### config.mk
export PLATFORM = sky130hd
export DESIGN_NAME = ysyx_25060173_wb_regfile_flat
export DESIGN_NICKNAME = d
export VERILOG_FILES = /design/src/rtl/ysyx_25060173_wb_regfile_if.sv /design/src/rtl/ysyx_25060173_wb_regfile.sv /design/src/flat_wrapper.sv
export SDC_FILE = /design/constraint.sdc
export NUM_CORES = 2
export LEC_CHECK = 0
export CORE_MARGIN = 5
export CORE_UTILIZATION = 40
export DETAILED_ROUTE_END_ITERATION = 16
export PLACE_DENSITY = 0.55
export SETUP_SLACK_MARGIN = 0.02
export SLEW_MARGIN = 20
export SYNTH_ARGS = -nofsm -noshare
export SYNTH_HDL_FRONTEND = slang
export SYNTH_SLANG_ARGS = --single-unit
### constraint.sdc
create_clock -name clk -period 8.9 [get_ports clk]
set_clock_uncertainty 0.05 [all_clocks]
set_input_delay 0.89 -clock clk [delete_from_list [all_inputs] [get_ports clk]]
set_output_delay 0.89 -clock clk [all_outputs]
set_load 0.05 [all_outputs]
### src/rtl/ysyx_25060173_wb_regfile_if.sv
// Writeback / operand-read bus between the execute stage and the register file.
// The master side is the execute stage. The slave side is the writeback
// buffer and register file.
interface ysyx_25060173_wb_regfile_if #(
  parameter int XLEN = 32
) ();
  logic            wb_valid;
  logic            wb_ready;
  logic            wb_wen;
  logic [4:0]      wb_rd;
  logic [XLEN-1:0] wb_data;
  logic [4:0]      rs1_addr;
  logic [XLEN-1:0] rs1_data;
  logic [4:0]      rs2_addr;
  logic [XLEN-1:0] rs2_data;
  logic            commit_valid;
  logic [4:0]      commit_rd;
  logic [XLEN-1:0] commit_data;
  logic            wb_empty;

  modport master (
    output wb_valid, wb_wen, wb_rd, wb_data, rs1_addr, rs2_addr,
    input  wb_ready, rs1_data, rs2_data, commit_valid, commit_rd, commit_data, wb_empty
  );

  modport slave (
    input  wb_valid, wb_wen, wb_rd, wb_data, rs1_addr, rs2_addr,
    output wb_ready, rs1_data, rs2_data, commit_valid, commit_rd, commit_data, wb_empty
  );
endinterface

### src/rtl/ysyx_25060173_wb_regfile.sv
// Writeback buffer plus 32-entry register file.
// ALU results are queued in a small FIFO and retire one per cycle into the
// register file. Read ports forward the youngest buffered result for the
// requested register, so a result is readable from the cycle after acceptance.
module ysyx_25060173_wb_regfile #(
  parameter int XLEN  = 32,
  parameter int DEPTH = 2
) (
  input logic                         clk,
  input logic                         rst,
  ysyx_25060173_wb_regfile_if.slave   bus
);

  localparam int PW = (DEPTH > 1) ? $clog2(DEPTH) : 1;
  localparam int CW = $clog2(DEPTH + 1);

  logic [XLEN-1:0] regs_q     [32];
  logic [XLEN-1:0] regs_d     [32];
  logic [4:0]      buf_rd_q   [DEPTH];
  logic [4:0]      buf_rd_d   [DEPTH];
  logic [XLEN-1:0] buf_data_q [DEPTH];
  logic [XLEN-1:0] buf_data_d [DEPTH];
  logic [PW-1:0]   wptr_q, wptr_d;
  logic [PW-1:0]   rptr_q, rptr_d;
  logic [CW-1:0]   count_q, count_d;

  logic            ready;
  logic            push;
  logic            retire;
  logic [4:0]      head_rd;
  logic [XLEN-1:0] head_data;

  // Ready depends only on registered occupancy, never on wb_valid.
  assign ready     = (count_q != CW'(DEPTH));
  assign retire    = (count_q != '0);
  assign head_rd   = buf_rd_q[rptr_q];
  assign head_data = buf_data_q[rptr_q];
  // Transfers that do not write a real register complete without storing.
  assign push      = bus.wb_valid && ready && bus.wb_wen && (bus.wb_rd != 5'd0);

  assign bus.wb_ready     = ready;
  assign bus.wb_empty     = (count_q == '0);
  assign bus.commit_valid = retire;
  assign bus.commit_rd    = head_rd;
  assign bus.commit_data  = head_data;

  // Operand read: x0 is zero, else youngest valid buffered match, else regfile.
  // Entries are scanned oldest to youngest so the last match wins.
  function automatic logic [XLEN-1:0] read_port(input logic [4:0] addr);
    logic [XLEN-1:0] val;
    logic [PW-1:0]   idx;
    val = regs_q[addr];
    for (int i = 0; i < DEPTH; i++) begin
      idx = rptr_q + PW'(i);
      if ((i < int'(count_q)) && (buf_rd_q[idx] == addr)) begin
        val = buf_data_q[idx];
      end
    end
    if (addr == 5'd0) begin
      val = '0;
    end
    return val;
  endfunction

  // Combinational read ports.
  always_comb begin
    bus.rs1_data = read_port(bus.rs1_addr);
    bus.rs2_data = read_port(bus.rs2_addr);
  end

  // Next state: push at write pointer, retire head into the register file.
  always_comb begin
    wptr_d  = wptr_q;
    rptr_d  = rptr_q;
    count_d = count_q;
    for (int i = 0; i < 32; i++) begin
      regs_d[i] = regs_q[i];
    end
    for (int i = 0; i < DEPTH; i++) begin
      buf_rd_d[i]   = buf_rd_q[i];
      buf_data_d[i] = buf_data_q[i];
    end

    if (push) begin
      buf_rd_d[wptr_q]   = bus.wb_rd;
      buf_data_d[wptr_q] = bus.wb_data;
      wptr_d             = wptr_q + PW'(1);
    end

    if (retire) begin
      regs_d[head_rd] = head_data;
      rptr_d          = rptr_q + PW'(1);
    end
    regs_d[0] = '0;

    case ({push, retire})
      2'b10:   count_d = count_q + CW'(1);
      2'b01:   count_d = count_q - CW'(1);
      default: count_d = count_q;
    endcase
  end

  // Register file and buffer pointers; reset clears architectural state.
  always_ff @(posedge clk) begin
    if (rst) begin
      for (int i = 0; i < 32; i++) begin
        regs_q[i] <= '0;
      end
      wptr_q  <= '0;
      rptr_q  <= '0;
      count_q <= '0;
    end else begin
      for (int i = 0; i < 32; i++) begin
        regs_q[i] <= regs_d[i];
      end
      wptr_q  <= wptr_d;
      rptr_q  <= rptr_d;
      count_q <= count_d;
    end
  end

  // Buffer payload; validity is tracked by count, so no reset needed.
  always_ff @(posedge clk) begin
    for (int i = 0; i < DEPTH; i++) begin
      buf_rd_q[i]   <= buf_rd_d[i];
      buf_data_q[i] <= buf_data_d[i];
    end
  end

endmodule

### src/flat_wrapper.sv
// flat-port wrapper written by rule: the top's interface ports become plain ports
module ysyx_25060173_wb_regfile_flat 
#(
  parameter int XLEN  = 32,
  parameter int DEPTH = 2
)
  (clk, rst, bus_wb_valid, bus_wb_wen, bus_wb_rd, bus_wb_data, bus_rs1_addr, bus_rs2_addr, bus_wb_ready, bus_rs1_data, bus_rs2_data, bus_commit_valid, bus_commit_rd, bus_commit_data, bus_wb_empty);
  ysyx_25060173_wb_regfile_if #(.XLEN(XLEN)) bus_i ();
  input logic clk;
  input logic rst;
  input wire logic [$bits(bus_i.wb_valid)-1:0] bus_wb_valid;
  input wire logic [$bits(bus_i.wb_wen)-1:0] bus_wb_wen;
  input wire logic [$bits(bus_i.wb_rd)-1:0] bus_wb_rd;
  input wire logic [$bits(bus_i.wb_data)-1:0] bus_wb_data;
  input wire logic [$bits(bus_i.rs1_addr)-1:0] bus_rs1_addr;
  input wire logic [$bits(bus_i.rs2_addr)-1:0] bus_rs2_addr;
  output wire logic [$bits(bus_i.wb_ready)-1:0] bus_wb_ready;
  output wire logic [$bits(bus_i.rs1_data)-1:0] bus_rs1_data;
  output wire logic [$bits(bus_i.rs2_data)-1:0] bus_rs2_data;
  output wire logic [$bits(bus_i.commit_valid)-1:0] bus_commit_valid;
  output wire logic [$bits(bus_i.commit_rd)-1:0] bus_commit_rd;
  output wire logic [$bits(bus_i.commit_data)-1:0] bus_commit_data;
  output wire logic [$bits(bus_i.wb_empty)-1:0] bus_wb_empty;
  assign bus_i.wb_valid = bus_wb_valid;
  assign bus_i.wb_wen = bus_wb_wen;
  assign bus_i.wb_rd = bus_wb_rd;
  assign bus_i.wb_data = bus_wb_data;
  assign bus_i.rs1_addr = bus_rs1_addr;
  assign bus_i.rs2_addr = bus_rs2_addr;
  assign bus_wb_ready = bus_i.wb_ready;
  assign bus_rs1_data = bus_i.rs1_data;
  assign bus_rs2_data = bus_i.rs2_data;
  assign bus_commit_valid = bus_i.commit_valid;
  assign bus_commit_rd = bus_i.commit_rd;
  assign bus_commit_data = bus_i.commit_data;
  assign bus_wb_empty = bus_i.wb_empty;
  ysyx_25060173_wb_regfile #(.XLEN(XLEN), .DEPTH(DEPTH)) u_core (.clk(clk), .rst(rst), .bus(bus_i));
endmodule
==> summary.txt <==
Setup Buffers After CTS: 0
vias in the first global route: 40.79k
Crit path largest cell delay: 0.97 ns
critical path arrival: 6.11 ns
CTS Hold Bufs: 0
Initial Util: 40.14%
slowest CP cell: clkdlybuf4s50_1
htree depth: 3
Max Freq: 141.9 MHz
Iter 0 DRT Violations: 5673
Post-DP Area: 56210 um^2
largest net degree at the start of global routing: 174
critical path required time: 7.96 ns
die width: 375.3 um
clock root buffer: clkbuf_16
nets: 5038
CP Class: reg -> out
die area: 140800 um^2
Peak VDD IR: 154.9 uV
input/output buffers: 154
per-cell routed wire length: 30.32 um
Tightest Pin Transition: 1.254 ns
final WL: 207500 um
leakage: 0.01837 uW
core footprint: 133000 um^2
Setup crit end kind: output port
vias per std cell: 6.428
CTS Buf Count: 113
Die H: 375.3 um
CP max FO: 25
Cell Pwr Density: 222.7 nW/um^2
start point of the worst min-delay path: u_core.regs_q[30][18]$_SDFFE_PP0P_
Worst setup SP type: flop
WHS Path Cells: 2
R2R cell count: 6
I/O pin total: 155
#FFs+latches synth: 1071
R2R Path End: u_core.regs_q[17][6]$_SDFFE_PP0P_
clk_lat worst skew: 0.75 ns
hold path endpoint: u_core.regs_q[30][18]$_SDFFE_PP0P_
Post-Syn Instances: 5213
register area: 22190 um^2
reg2reg setup slack: 4.65 ns
Primary FF master, synth: dfxtp_1
power after layout: 13340 uW
sequential element share of the synthesized area: 41.57%
XOR/XNOR share of the synthesized area: 0.3775%
clock slew at reported path FFs: 0.06 ns
most frequent cells in the layout: 1120 x nor2_1, 1014 x a211oi_1, 995 x dfxtp_1
synthesized area per cell: 10.24 um^2
Adder-Cell Fraction of Synth Area: 0.09378%
max-cap viol count: 0
Post-synth EDFFs: 74
worst path cell trace: mux2i_4, inv_2, and2_1, o21ai_4, or2_2, buf_4, a311oi_1, a211oi_1, clkdlybuf4s50_1
fin. max-slew vios: 0
initial antenna violation count: 7
Setup-failing EPs final: 0
Synth Cell Area: 53360 um^2
asr flop ratio synth: 0%
Synthesis Warnings: 0
clk sink count: 1071
relative slew slack: 16.40%
TNS Setup: 0 ns
status: complete, no violations
drt pass-1 iters: 6
Yosys cell types: 58
mux contribution to synthesized area: 22.56%
total track usage: 28.43%
largest family of logic cells by synthesized area: multiplexers
final instance area: 59910 um^2
post-synthesis simple-gate area fraction: 10.66%
share of cells above drive strength 1: 18.56%
# fillers: 12.45k
Area Overhead vs Synth: 12.26%
antenna viol nets, final: 0
DP HPWL: 124000 um
post_cts resized: 0
Synth Area in Compound Gates: 19.43%
Fin. Hold Viols: 0
routability congestion estimate: 0.8855
Syn Nets: 5268
Row Count: 134
TritonCTS clock tree: done
gr ovfl total: 0
global-route wire length before repair: 298400 um
Final period util: 79.19%
deepest clock path buffer count: 3
commonest non-fill, non-tap cell in the layout: nor2_1
multi-input combinational cell area: 29010 um^2
Hold Path Class: reg -> reg
minimum clock period: 7.048 ns
vias: 43.98k
drt drc: 0
RSZ-0062 raised after global routing: no
[cells in the mapped netlist, types with 63 or more instances]
library cell / count / area share [%]
a21oi_1: 95 / 0.89
mux4_2: 446 / 19
mux2i_1: 96 / 1.8
nand2_1: 63 / 0.44
nor2_1: 1137 / 8.0
clkbuf_1: 460 / 3.2
buf_2: 111 / 1.0
mux2_2: 82 / 1.7
o22ai_1: 108 / 1.3
dfxtp_1: 997 / 37
a211oi_1: 1015 / 14
edfxtp_1: 74 / 4.2
[area by class of cell]
type,instances,area share (%)
diodes,5,0.02089
clock buffers,171,5.589
clock inverters,30,0.4553
inverters,47,0.2945
multi-input cells,3471,48.42
flip-flops and latches,1071,37.04
well taps,1768,3.693
repair buffers,279,4.488
[sequential cells by signal, indices dropped and copies added, names as in the netlist, named ones only]
name	count
u_core.rptr_q	1
u_core.buf_rd_q	10
u_core.wptr_q	1
u_core.count_q	2
u_core.buf_data_q	64
u_core.regs_q	992
[how the worst max path moves through the flow]
stage / end / slack [ns] / depth (start not counted)
after detailed placement: bus_rs1_data[13] / 2.59 / 9
after floorplan: bus_rs2_data[25] / 4.35 / 8
after global placement: bus_rs1_data[13] / 2.55 / 9
after global routing: bus_rs1_data[24] / 1.93 / 9
after CTS: bus_rs1_data[13] / 2.01 / 9
final: bus_rs1_data[24] / 1.85 / 9
[metal layers]
layer | GRT usage [%] | vias to the layer above | share of wire, %
met2 | 43.47 | 2300 | 45
met4 | 11.74 | 0 | 4.8
li1 | - | 19330 | -
met3 | 5.802 | 458 | 9.2
met5 | 0 | - | 0
met1 | 39.45 | 21890 | 41
[worst max-delay path: cells and delay by family, from the launching register on]
| family | cells | cell delay, ns |
|---|---|---|
| AO/OA/AOI/OAI | 3 | 1.90 |
| buffers and inverters | 3 | 1.54 |
| flip-flops | 1 | 0.78 |
| AND/OR/NAND/NOR | 2 | 0.62 |
| multiplexers | 1 | 0.45 |
[report_power, final]
part | internal (uW) | switching (uW) | leakage, uW
clock | 2670 | 2060 | 0.00179
sequential | 5140 | 253 | 0.00872
combinational | 1040 | 2190 | 0.00786
total | 8850 | 4490 | 0.0184
[logic make-up after synthesis]
| logic type | count (synthesis) |
|---|---|
| compound gates | 1411 |
| simple gates | 1404 |
| flops | 1071 |
| buf+inv | 671 |
| xor+xnor | 23 |
| fa+ha+maj | 4 |
| mux | 629 |
[through the flow]
stage | worst slack (ns) | util, % | hold slack (ns) | std cells
global placement | 2.555 | 42.23 | 0.4425 | 6630
finish | 1.852 | 45.06 | 0.4564 | 6842
global route | 1.932 | 45.05 | 0.4748 | 6838
CTS | 2.005 | 45.00 | 0.4596 | 6834
floorplan | 4.347 | - | 0.4334 | 5213
detailed placement | 2.591 | 42.28 | 0.4515 | 6633
No activity file was read; power rests on OpenSTA's default activity.
